$ cat config.mk
export PLATFORM = sky130hd
export DESIGN_NAME = adder_result_collector
export DESIGN_NICKNAME = d
export VERILOG_FILES = /design/src/rtl/adder_result_collector.sv
export SDC_FILE = /design/constraint.sdc
export NUM_CORES = 1
export LEC_CHECK = 0
export ABC_AREA = 0
export CAP_MARGIN = 10
export CORE_MARGIN = 4
export CORE_UTILIZATION = 47
export DETAILED_ROUTE_END_ITERATION = 7
export PLACE_DENSITY = 0.75
export SYNTH_ARGS = -nofsm -noshare
export SYNTH_HDL_FRONTEND = slang
export SYNTH_SLANG_ARGS = --single-unit
$ cat constraint.sdc
create_clock -name clk -period 2.34 [get_ports clk]
set_input_delay 0.468 -clock clk [delete_from_list [all_inputs] [get_ports clk]]
set_output_delay 0.468 -clock clk [all_outputs]
set_load 0.02 [all_outputs]
$ cat src/rtl/adder_result_collector.sv
`timescale 1ns/1ps
`default_nettype none
// ============================================================================
// Module      : adder_result_collector
// Description : Collects final adder-tree sums: bias add, arithmetic rescale,
//               optional ReLU, saturation to OUT_W, then a small FIFO with a
//               valid/ready output stream and a frame-last tag.
// Revision    : 1.0 - initial release
// ============================================================================
module adder_result_collector #(
    parameter int IN_W      = 19,
    parameter int OUT_W     = 16,
    parameter int SHIFT     = 3,
    parameter int RELU_EN   = 1,
    parameter int DEPTH     = 4,
    parameter int FRAME_LEN = 16
) (
    input  logic                       clk,
    input  logic                       rst_n,
    input  logic [IN_W-1:0]            in_data,
    input  logic                       in_done,
    input  logic [OUT_W-1:0]           bias,
    input  logic                       clr,
    output logic [OUT_W-1:0]           out_data,
    output logic                       out_valid,
    input  logic                       out_ready,
    output logic                       out_last,
    output logic                       overflow,
    output logic [$clog2(DEPTH):0]     count
);

    localparam int AW   = $clog2(DEPTH);
    localparam int FC_W = (FRAME_LEN > 1) ? $clog2(FRAME_LEN) : 1;

    localparam logic [FC_W-1:0]         FRAME_LAST = FC_W'(FRAME_LEN - 1);
    localparam logic [AW:0]             FULL_CNT   = (AW + 1)'(DEPTH);
    localparam logic signed [IN_W:0]    SAT_MAX    = (IN_W + 1)'(2 ** (OUT_W - 1) - 1);
    localparam logic signed [IN_W:0]    SAT_MIN    = (IN_W + 1)'(-(2 ** (OUT_W - 1)));
    localparam logic [OUT_W-1:0]        OUT_MAX    = OUT_W'(2 ** (OUT_W - 1) - 1);
    localparam logic [OUT_W-1:0]        OUT_MIN    = OUT_W'(2 ** (OUT_W - 1));

    // Stage 1: biased sum, one bit wider than the input so it cannot overflow
    logic signed [IN_W:0]  s1_q,        s1_d;
    logic                  v1_q,        v1_d;
    logic                  last1_q,     last1_d;
    logic [FC_W-1:0]       frame_cnt_q, frame_cnt_d;

    // Stage 2: rescaled and saturated activation
    logic [OUT_W-1:0]      res2_q,      res2_d;
    logic                  v2_q,        v2_d;
    logic                  last2_q,     last2_d;
    logic signed [IN_W:0]  t_w;

    // FIFO storage: {last, data} per entry
    logic [OUT_W:0]        mem_q [DEPTH];
    logic [OUT_W:0]        mem_d [DEPTH];
    logic [AW-1:0]         wr_ptr_q,    wr_ptr_d;
    logic [AW-1:0]         rd_ptr_q,    rd_ptr_d;
    logic [AW:0]           count_q,     count_d;
    logic                  overflow_q,  overflow_d;

    logic                  pop_w;
    logic                  full_w;
    logic                  push_ok_w;
    logic [OUT_W:0]        head_w;

    // Stage 1: sample the sum on every done strobe and advance the frame index
    always_comb begin
        s1_d        = s1_q;
        v1_d        = 1'b0;
        last1_d     = last1_q;
        frame_cnt_d = frame_cnt_q;
        if (clr) begin
            frame_cnt_d = '0;
        end else if (in_done) begin
            s1_d        = {in_data[IN_W-1], in_data}
                        + {{(IN_W + 1 - OUT_W){bias[OUT_W-1]}}, bias};
            v1_d        = 1'b1;
            last1_d     = (frame_cnt_q == FRAME_LAST);
            frame_cnt_d = (frame_cnt_q == FRAME_LAST) ? '0 : frame_cnt_q + FC_W'(1);
        end
    end

    assign t_w = s1_q >>> SHIFT;

    // Stage 2: clamp the rescaled value into the signed OUT_W range
    always_comb begin
        res2_d  = t_w[OUT_W-1:0];
        v2_d    = v1_q & ~clr;
        last2_d = last1_q;
        if ((RELU_EN != 0) && t_w[IN_W]) begin
            res2_d = '0;
        end else if (t_w > SAT_MAX) begin
            res2_d = OUT_MAX;
        end else if (t_w < SAT_MIN) begin
            res2_d = OUT_MIN;
        end
    end

    assign pop_w     = (count_q != '0) && out_ready;
    assign full_w    = (count_q == FULL_CNT);
    assign push_ok_w = v2_q && (!full_w || pop_w);

    // FIFO: write when room (or a pop frees a slot this edge), else flag a drop
    always_comb begin
        mem_d      = mem_q;
        wr_ptr_d   = wr_ptr_q;
        rd_ptr_d   = rd_ptr_q;
        count_d    = count_q;
        overflow_d = overflow_q;
        if (clr) begin
            wr_ptr_d   = '0;
            rd_ptr_d   = '0;
            count_d    = '0;
            overflow_d = 1'b0;
        end else begin
            if (push_ok_w) begin
                mem_d[wr_ptr_q] = {last2_q, res2_q};
                wr_ptr_d        = wr_ptr_q + AW'(1);
            end
            if (pop_w) begin
                rd_ptr_d = rd_ptr_q + AW'(1);
            end
            if (v2_q && !push_ok_w) begin
                overflow_d = 1'b1;
            end
            if (push_ok_w && !pop_w) begin
                count_d = count_q + (AW + 1)'(1);
            end else if (!push_ok_w && pop_w) begin
                count_d = count_q - (AW + 1)'(1);
            end
        end
    end

    // State registers for pipeline, frame counter and FIFO
    always_ff @(posedge clk or negedge rst_n) begin
        if (!rst_n) begin
            s1_q        <= '0;
            v1_q        <= 1'b0;
            last1_q     <= 1'b0;
            frame_cnt_q <= '0;
            res2_q      <= '0;
            v2_q        <= 1'b0;
            last2_q     <= 1'b0;
            for (int i = 0; i < DEPTH; i++) begin
                mem_q[i] <= '0;
            end
            wr_ptr_q    <= '0;
            rd_ptr_q    <= '0;
            count_q     <= '0;
            overflow_q  <= 1'b0;
        end else begin
            s1_q        <= s1_d;
            v1_q        <= v1_d;
            last1_q     <= last1_d;
            frame_cnt_q <= frame_cnt_d;
            res2_q      <= res2_d;
            v2_q        <= v2_d;
            last2_q     <= last2_d;
            mem_q       <= mem_d;
            wr_ptr_q    <= wr_ptr_d;
            rd_ptr_q    <= rd_ptr_d;
            count_q     <= count_d;
            overflow_q  <= overflow_d;
        end
    end

    assign head_w    = mem_q[rd_ptr_q];
    assign out_valid = (count_q != '0);
    assign out_data  = out_valid ? head_w[OUT_W-1:0] : '0;
    assign out_last  = out_valid & head_w[OUT_W];
    assign overflow  = overflow_q;
    assign count     = count_q;

endmodule
`default_nettype wire

## Word level (Yosys, flattened, before mapping)

Cells that the tools add are included.
W data, S select, Z words.

| word-level totals | value |
|---|---|
| register bits after elaboration | 120 |
| bits in latches | 0 |
| bits in writable memories | 0 |
| ROM bits | 0 |
| word-level logic and storage cells | 75 |
| memories | 0 |

| cells by class | value |
|---|---|
| add/sub/neg operators | 6 |
| $mul | 0 |
| div/mod/pow operators | 0 |
| order comparisons | 5 |
| equality and inequality tests | 2 |
| shift-type cells | 0 |
| muxes and demuxes | 24 |
| bitwise logic cells | 5 |
| reductions and logical operators | 18 |

Operators by type and width:

| kind | number |
|---|---|
| $bwmux W68 | 1 |
| $mux W16 | 4 |
| $mux W17 | 3 |
| $bmux W17 S2 | 1 |
| $demux W17 S2 | 1 |
| $add A19 B16 Y20 | 1 |
| $gt A17 B16 Y1 const B | 1 |
| $lt A17 B16 Y1 const B | 1 |
| $mux W4 | 3 |
| $mux W3 | 3 |
| $mux W2 | 4 |
| $reduce_bool A2 Y1 | 4 |
| $ge A3 B3 Y1 const B | 2 |
| $logic_and A1 B1 Y1 | 6 |
| $not A2 Y3 | 2 |
| $reduce_bool A3 Y1 | 2 |
| $add A2 B1 Y2 const B | 2 |
| $add A4 B1 Y4 const B | 1 |
| $eq A4 B4 Y1 const B | 1 |
| $mux W1 | 4 |
| $reduce_and A2 Y1 | 2 |
| $add A3 B1 Y3 const B | 1 |
| $eq A3 B3 Y1 const B | 1 |
| $logic_not A1 Y1 | 3 |
| other kinds (5) | 6 |

## Longest topological paths before layout

Gate-level depths: netlist (run 1).

| logic depth | value |
|---|---|
| word-level depth | 9 |
| depth in mapped cells | 9 |
| gate-level depth less buffers | 8 |

## Worst setup path after synthesis (run 1)

OpenSTA, ideal clock, no wires.

| timing path | value |
|---|---|
| kind | input to register |
| from | input port out_ready |
| to | register count_q[1] (netlist: count[1]) |
| setup time | 104 ps |
| arrival | 2222 ps |
| slack | 14 ps |
| stages on the path | 8 |
| cell sequence | buf_2 -> nor4b_1 -> nand2b_1 -> a21oi_1 -> fa_1 -> nor3_1 -> o21ai_0 -> a221oi_1 |

| on the way | value |
|---|---|
| longest elaborated chain between the ends | 6 |
| elaborated cells on any way between the ends | 10 |
| classes of those cells | mux (2); reduce/logical (8) |

RTL lines:

| what | RTL line | text |
|---|---|---|
| from (decl) | 26 | `input logic out_ready,` |
| $logic_and A1 B1 Y1 * | 100 | `assign pop_w = (count_q != '0) && out_ready;` |
| $logic_or A1 B1 Y1 | 102 | `assign push_ok_w = v2_q && (!full_w \|\| pop_w);` |
| $logic_and A1 B1 Y1 | 102 |  |
| $logic_and A1 B1 Y1 or $logic_not A1 Y1 (tied branches) | 127, 129 |  |
| $mux W3 or $logic_and A1 B1 Y1 (tied branches) | 127, 129 |  |
| $mux W3 or $reduce_bool A3 Y1 (tied branches) | - |  |
| to (signal assigned) | 163 | `count_q <= count_d;` |
| to (decl) | 59 | `logic [AW:0] count_q, count_d;` |

Mark *: on every way between the ends. The rest lies on a longest branch, timed or not.
A chain may end at the register's enable or synchronous reset.

## Final worst setup path (run 1)

| timing path | value |
|---|---|
| from | register rd_ptr_q[0] |
| to | output port out_data[13] |

| on the way | value |
|---|---|
| longest elaborated chain between the ends | 5 |

RTL lines:

| what | RTL line | text |
|---|---|---|
| from (decl) | 58 | `logic [AW-1:0] rd_ptr_q, rd_ptr_d;` |
| from (signal assigned) | 162 | `rd_ptr_q <= rd_ptr_d;` |
| $not A2 Y3 (not written as such) | 168 | `assign head_w = mem_q[rd_ptr_q];` |
| $bmux W17 S2 | 168 |  |
| $mux W17 (not written as such) (2 in series) | 168 |  |
| $mux W16 | 170 | `assign out_data = out_valid ? head_w[OUT_W-1:0] : '0;` |
| to (decl) | 24 | `output logic [OUT_W-1:0] out_data,` |

Every way passes these cells. The select of a mux whose other input is x is not followed.

==> metrics.md, run 1 <==
| Metric | Value |
|---|---|
| Status | `finished, violations left` |
| Violations in the final reports | `setup timing` |
| Critical-path cell list | `buf_4 > buf_12 > mux4_2 > and2_1 > buf_2` |
| Async S/R FF share, synth | `100%` |
| #FFs+latches synth | `117` |
| Final Cycle Share | `101%` |
| Clk_skew | `0.00642 ns` |
| CTS Sinks | `117` |
| Effective utilization at floorplan | `48.1%` |
| Site Rows | `41` |
| DRC Markers | `0` |
| Pwr Density | `880 nW/um^2` |
| WP data required | `1.87 ns` |
| Clock-pin transition on the worst setup and hold timing paths | `0.05 ns` |
| Largest net degree at the start of global routing | `48` |
| Hold_buf cts | `0` |
| Clock Latency Late Sink | `0.40 ns` |
| Remaining Overflow, GRT | `0` |
| Total core area | `12700 sq um` |
| Tmin final | `2.36 ns` |
| Hold Crit Class | `in2async` |
| Post-synthesis cell area | `6090 sq um` |
| Total power | `7.02 mW` |
| Die Ht | `122 microns` |
| Die W | `122 microns` |
| Post-synth EDFFs | `0` |
| RSZ-0062 raised after global routing | `true` |
| Final net count | `701` |
| Diode count | `0` |
| Layout area overhead | `30.9%` |
| Root Buffer Master | `clkbuf_16` |
| Hold Vio Cnt, Final | `0` |
| Initial antenna violation count | `0` |
| Share of layout cells above drive strength 1 | `22.6%` |
| Mapped Avg Cell Area | `11.7 sq um` |
| Max Clk Rate | `424 MHz` |
| Detail Route Antenna Nets | `0` |
| Num CTS Buffers | `17` |
| CTS tree | `done` |
| CP arrival | `1.89 ns` |
| Mapped Cells | `522` |
| Max Cap Viol | `0` |
| Via count | `4465` |
| CP Class | `reg2out` |
| Fillcell total | `964` |
| Clk buf depth | `2` |
| Vias in the first global route | `4680` |
| IR drop worst, VDD | `0.000562 V` |
| Top FF cell, synth | `dfrtp_1` |
| Crit path capture type | `primary output` |
| Crit Path Max Fanout | `6` |
| Global-route wire length before repair | `22600 microns` |
| Gpl congestion | `0.850` |
| Initial DRC Count | `227` |
| Total track usage | `19.3%` |
| Detailed Route WL | `13300 microns` |
| Post-route setup slack | `-0.0168 ns` |
| Routed wire per std cell | `16.1 microns` |
| CP max-delay cell | `mux4_2` |
| Yosys warns | `0` |
| Slew Viols, Final | `0` |
| Register area share after synthesis | `48.0%` |
| Leakage | `3.80 nW` |
| Worst path max stage delay | `0.51 ns` |
| Via density | `5.43` |
| Port Buf Inserts | `61` |
| Dpl ws | `-0.329 ns` |
| Die area | `14900 sq um` |
| Dpl hpwl | `9370 microns` |
| Syn_nets | `586` |
| Io pins | `62` |
| Total iterations of the first detailed-routing run | `4` |
| CP Launch Type | `register` |
| CTS H-tree depth | `4` |
| Final setup viols | `5` |
| Post-synth cell types | `65` |
-- stage by stage --
| step | utilization (%) | instances | setup TNS (ns) | hold slack (ns) | cell area, sq um |
|---|---|---|---|---|---|
| after global placement | 57.7 | 787 | -1.71 | 0.387 | 7320 |
| after global routing | 63.0 | 822 | -1.09 | 0.0388 | 7980 |
| after detailed placement | 57.7 | 787 | -2.52 | 0.391 | 7320 |
| after CTS | 62.9 | 822 | -0.521 | 0.0120 | 7970 |
| after floorplan | - | 522 | 0 | 0.172 | 6090 |
| final | 63.0 | 822 | -0.0419 | 0.0124 | 7980 |
-- Yosys cell counts (2+ instances only) --
| cell | count | area, sq um |
|---|---|---|
| nor2b_1 | 2 | 12.5 |
| nand2b_1 | 3 | 18.8 |
| nor3b_1 | 2 | 15.0 |
| nand2_2 | 4 | 25.0 |
| o21ai_1 | 8 | 40.0 |
| nand4_1 | 11 | 68.8 |
| a211oi_1 | 3 | 22.5 |
| mux2i_1 | 4 | 40.0 |
| buf_6 | 5 | 56.3 |
| and2_1 | 19 | 119 |
| mux4_2 | 17 | 383 |
| buf_2 | 4 | 20.0 |
| a211o_1 | 4 | 35.0 |
| o31ai_1 | 2 | 15.0 |
| a221oi_1 | 2 | 17.5 |
| and3_1 | 4 | 25.0 |
| nor2_1 | 46 | 173 |
| nand3_1 | 16 | 80.1 |
| o21a_1 | 2 | 15.0 |
| dfrtp_1 | 117 | 2930 |
| a21oi_1 | 19 | 95.1 |
| xnor2_1 | 4 | 35.0 |
| o311a_1 | 3 | 30.0 |
| nand2_1 | 33 | 124 |
| o21ai_0 | 8 | 40.0 |
| xor2_1 | 7 | 61.3 |
| clkbuf_1 | 17 | 63.8 |
| a21o_1 | 5 | 37.5 |
| nor3_1 | 9 | 45.0 |
| nor4b_1 | 2 | 17.5 |
| ha_1 | 23 | 288 |
| o211ai_1 | 6 | 45.0 |
| o311ai_1 | 2 | 17.5 |
| inv_1 | 11 | 41.3 |
| mux2_1 | 68 | 766 |
-- power by group --
part | total [mW] | internal (mW) | switching, mW
logic | 1.45 | 0.777 | 0.674
registers | 2.63 | 2.37 | 0.256
clock network | 2.94 | 2.01 | 0.935
-- cell usage in the layout (no fill, tap or decap), types with 3 or more instances in the layout --
cell	count
a21o_1	5
and2_1	18
buf_2	16
mux4_2	17
buf_12	8
clkinv_4	6
clkdlybuf4s50_1	42
o21ai_0	8
nand3_1	16
clkbuf_16	17
nand2_1	33
o211ai_1	6
a211o_1	4
and3_1	4
bufinv_16	6
nand4_1	11
xnor2_1	4
inv_1	11
dfrtp_1	116
mux2i_1	4
mux2_1	68
buf_4	54
o21ai_1	8
nor3_1	9
xor2_1	7
nand2_2	4
nand2b_1	3
a211oi_1	3
a21oi_1	19
nor2_1	46
ha_1	23
o311a_1	3
-- sequential cells by signal, indices dropped and copies added, names as in the netlist --
register     cells
v2_q             1
count            3
last1_q          1
rd_ptr_q         2
res2_q          16
wr_ptr_q         2
overflow         1
v1_q             1
frame_cnt_q      4
s1_q            17
last2_q          1
mem_q           68
-- cell families (layout without fill, tap and decap cells) --
kind of cell               after synthesis  in the layout  share of synthesized area, %
AOI/OAI and AO/OA                       81             81                          9.42
xor gates and xnor gates                11             11                          1.58
adders and majority gates               24             24                          5.05
buffers and inverters                   39            167                          3.10
DFF                                    117            117                          48.0
muxes                                   89             89                          19.5
other                                    1              1                        0.0615
and+or+nand+nor                        160            160                          13.2
-- path summary, 6_finish.rpt --
check | from | to | slack, ns | depth (start not counted)
setup / recovery | rd_ptr_q[0] | out_data[13] | -0.02 | 5
hold / removal | rst_n | mem_q[52] | 0.01 | 1
setup reg to reg | count[1] | count[1] | 0.12 | 7
hold reg to reg | last1_q | last2_q | 0.39 | 0
max in group asynchronous | rst_n | v2_q | 1.67 | 2
min in group clk | last1_q | last2_q | 0.39 | 0
-- repair_timing --
item | in CTS | in global routing
buffers inserted | 3 | 0
resized for setup | 72 | 3
endpoints found under the setup margin | 18 | 19
gates cloned | 1 | 0
hold endpoints to repair | 0 | 0
-- routing by layer --
| layer | GRT usage, % | wire (microns) | vias to the layer above |
|---|---|---|---|
| li1 | - | - | 2133 |
| met1 | 23.9 | 5710 | 2224 |
| met2 | 33.7 | 6890 | 87 |
| met3 | 3.81 | 434 | 21 |
| met4 | 6.86 | 227 | 0 |
| met5 | 0 | 0 | - |
-- area by class of cell --
class                   instances  area [sq um]  share of cell area, %
clock buffers                  17           425                   5.33
repair buffers                123          1120                   14.1
multi-input cells             366          2990                   37.4
well taps                     172           215                   2.70
inverters                      12          45.0                  0.565
flip-flops and latches        117          2930                   36.7
clock inverters                15           254                   3.18
-- worst max-delay path: cells and delay by family, from the launching register on --
family / cells / cell delay, ns
mux: 1 / 0.51
buf+inv: 3 / 0.40
flops: 1 / 0.39
simple gates: 1 / 0.18
No activity file was read; power rests on OpenSTA's default activity.
==> run 2, diff against run 1 <==
--- a/config.mk
+++ b/config.mk
@@ -6,8 +6,7 @@
 export NUM_CORES = 1
 export LEC_CHECK = 0
 export ABC_AREA = 0
-export CAP_MARGIN = 10
-export CORE_MARGIN = 4
+export CORE_MARGIN = 5
 export CORE_UTILIZATION = 47
 export DETAILED_ROUTE_END_ITERATION = 7
 export PLACE_DENSITY = 0.75
==> constraint.sdc (replaced) <==
create_clock -name clk -period 2.9 [get_ports clk]
set_input_delay 0.58 -clock clk [delete_from_list [all_inputs] [get_ports clk]]
set_output_delay 0.58 -clock clk [all_outputs]
set_load 0.02 [all_outputs]
==> run 2 against run 1 <==
Net effect:
- sequential share of layout area up 2.0 points
- cell area down 5.3%
- the run now ends clean
- sequential power down 19%
- wire length down 2.5%
- highest routed layer unchanged
- combinational power down 23%
==> metrics.md, run 2 (same netlist as run 1, synthesis figures left out) <==
| Metric | Value |
|---|---|
| CTS tree | `done (unchanged)` |
| Most frequent cells in the layout | `117 x dfrtp_1, 68 x mux2_1, 60 x clkdlybuf4s50_1, 46 x nor2_1, 32 x nand2_1 (was 116 x dfrtp_1, 68 x mux2_1, 54 x buf_4, 46 x nor2_1, 42 x clkdlybuf4s50_1)` |
| Initial DRC Count | `269 (was 227)` |
| Clock Latency Late Sink | `0.40 ns (about the same)` |
| Initial antenna violation count | `0 (unchanged)` |
| Final Cycle Share | `96.9%` |
| Clk buf depth | `2 (unchanged)` |
| Gpl congestion | `0.899 (was 0.850)` |
| Effective utilization at floorplan | `48.1% (unchanged)` |
| Total iterations of the first detailed-routing run | `5 (was 4)` |
| Fillcell total | `1047 (was 964)` |
| Via density | `5.60 (was 5.43)` |
| Layout area overhead | `24.0% (was 30.9%)` |
| Leakage | `3.48 nW (was 3.80 nW)` |
| Post-cts sizing count | `1 (was 72)` |
| Hold Crit Class | `in2async (unchanged)` |
| Routed wire per std cell | `16.6 microns (was 16.1 microns)` |
| Root Buffer Master | `clkbuf_16 (unchanged)` |
| Post-Layout Cell Count | `779 (was 822)` |
| Io pins | `62 (unchanged)` |
| Share of layout cells above drive strength 1 | `13.2% (was 22.6%)` |
| Port Buf Inserts | `61 (unchanged)` |
| Util after Layout | `59.6% (was 63.0%)` |
| Slew Viols, Final | `0 (unchanged)` |
| Die W | `124 microns (was 122 microns)` |
| CP arrival | `2.23 ns (was 1.89 ns)` |
| IR drop worst, VDD | `0.000437 V (was 0.000562 V)` |
| Sequential Power Share | `41.6% (was 37.4%)` |
| Clk_skew | `0.00661 ns (was 0.00642 ns)` |
| Dpl hpwl | `9260 microns (was 9370 microns)` |
| Detail Route Antenna Nets | `0 (unchanged)` |
| Slew HR | `52.3%` |
| CP Launch Type | `register (unchanged)` |
| Diode count | `0 (unchanged)` |
| Total track usage | `18.5% (was 19.3%)` |
| Final setup viols | `0 (was 5)` |
| Pwr Density | `675 nW/um^2 (was 880 nW/um^2)` |
| Switching fraction of total power | `27.0% (was 26.6%)` |
| Largest net degree at the start of global routing | `57 (was 48)` |
| Max Clk Rate | `356 MHz` |
| CTS Sinks | `117 (unchanged)` |
| Status | `complete, no violations (was finished, violations left)` |
| Sw power | `1.38 mW (was 1.87 mW)` |
| CP Class | `reg2out (unchanged)` |
| Die area | `15300 sq um (was 14900 sq um)` |
| Hold_buf cts | `0 (unchanged)` |
| Num CTS Buffers | `17 (unchanged)` |
| Max Cap Viol | `0 (unchanged)` |
| P_int | `3.73 mW (was 5.16 mW)` |
| Logic gate share of total power | `21.9% (was 20.7%)` |
| Inst Count DP | `749 (was 787)` |
| Final net count | `660 (was 701)` |
| Clk pwr share | `36.5% (was 41.9%)` |
| Vias in the first global route | `4603 (was 4680)` |
| Remaining Overflow, GRT | `0 (unchanged)` |
| Total core area | `12700 sq um (unchanged)` |
| Clock-pin transition on the worst setup and hold timing paths | `0.05 ns (about the same)` |
| Hold Vio Cnt, Final | `0 (unchanged)` |
| Via count | `4359 (was 4465)` |
| Tmin final | `2.81 ns` |
| Crit Path Max Fanout | `19 (was 6)` |
| Slew @ Worst Pin | `0.715 ns` |
| Site Rows | `41 (unchanged)` |
| DRC Markers | `0 (unchanged)` |
| Detailed Route WL | `12900 microns (was 13300 microns)` |
| RSZ-0062 raised after global routing | `false (was true)` |
| Max FFs per register | `68 (unchanged)` |
| Setup bufs post-CTS | `0 (was 3)` |
| WP data required | `2.32 ns (was 1.87 ns)` |
| Die Ht | `124 microns (was 122 microns)` |
| Commonest non-fill, non-tap cell in the layout | `dfrtp_1 (unchanged)` |
| Biggest register | `mem_q (unchanged)` |
| CTS H-tree depth | `4 (unchanged)` |
| Largest regs | `mem_q: 68 flops, s1_q: 17 flops, res2_q: 16 flops (unchanged)` |
| Crit path capture type | `primary output (unchanged)` |
| Global-route wire length before repair | `22200 microns (was 22600 microns)` |
==> run 2: worst max-delay path, cell delays in order, from the launching register on <==
cell and delay, ns:
dfrtp_1 0.36, buf_12 0.20, mux4_2 0.55, and2_1 0.17, clkdlybuf4s50_1 0.53
==> run 2: power groups by stage <==
| stage | clock, mW | combinational (mW) | sequential [mW] |
|---|---|---|---|
| finish | 1.86 | 1.12 | 2.12 |
| global route | 1.98 | 1.24 | 2.17 |
| CTS | 1.90 | 1.13 | 2.12 |
| detailed placement | 0 | 1.12 | 2.14 |
| global placement | 0 | 1.08 | 2.11 |
| floorplan | 0 | 0.763 | 2.05 |
==> run 2: path summary, 6_finish.rpt <==
kind | startpoint | slack (ns) | cells past startpoint | end
max | rd_ptr_q[0] | 0.09 | 4 | out_data[10]
min | rst_n | 0.24 | 1 | mem_q[34]
max reg2reg | count[0] | 0.37 | 7 | count[1]
min reg2reg | last1_q | 0.38 | 0 | last2_q
max in group asynchronous | rst_n | 1.94 | 2 | res2_q[0]
min in group clk | last1_q | 0.38 | 0 | last2_q
==> run 2: through the flow <==
| step | area (sq um) | hold WS, ns | setup TNS, ns | power (mW) | setup WS [ns] |
|---|---|---|---|---|---|
| 2_1_floorplan | 6090 | 0.284 | 0 | 2.82 | 0.462 |
| 3_3_place_gp | 7020 | 0.366 | 0 | 3.19 | 0.118 |
| 3_5_place_dp | 7020 | 0.370 | -0.00981 | 3.26 | -0.00981 |
| 4_1_cts | 7560 | 0.256 | 0 | 5.15 | 0.0674 |
| 5_1_grt | 7560 | 0.290 | 0 | 5.39 | 0.0182 |
| 6_report | 7560 | 0.245 | 0 | 5.10 | 0.0898 |
==> run 2: layout make-up <==
| cell class | count | area, sq um | area share (%) |
|---|---|---|---|
| Tap cell | 172 | 215 | 2.85 |
| Clock buffer | 25 | 485 | 6.42 |
| Clock inverter | 5 | 50.0 | 0.662 |
| Multi-Input combinational cell | 366 | 2980 | 39.4 |
| Sequential cell | 117 | 2930 | 38.7 |
| Timing Repair Buffer | 82 | 853 | 11.3 |
| Inverter | 12 | 45.0 | 0.596 |
==> run 2: metal layers <==
layer / track usage [%] / wire length, microns / vias up
met3: 3.27 / 535 / 21
met1: 23.6 / 5630 / 2148
met5: 0 / 0 / -
met4: 7.75 / 252 / 0
li1: - / - / 2051
met2: 31.3 / 6510 / 139
==> run 3, diff against run 2 <==
--- a/config.mk
+++ b/config.mk
@@ -8,6 +8,7 @@
 export ABC_AREA = 0
 export CORE_MARGIN = 5
 export CORE_UTILIZATION = 47
+export CTS_CLUSTER_DIAMETER = 200
 export DETAILED_ROUTE_END_ITERATION = 7
 export PLACE_DENSITY = 0.75
 export SYNTH_ARGS = -nofsm -noshare
==> results of run 3 <==
Final layout, timing and power as in run 2 (identical DEF).
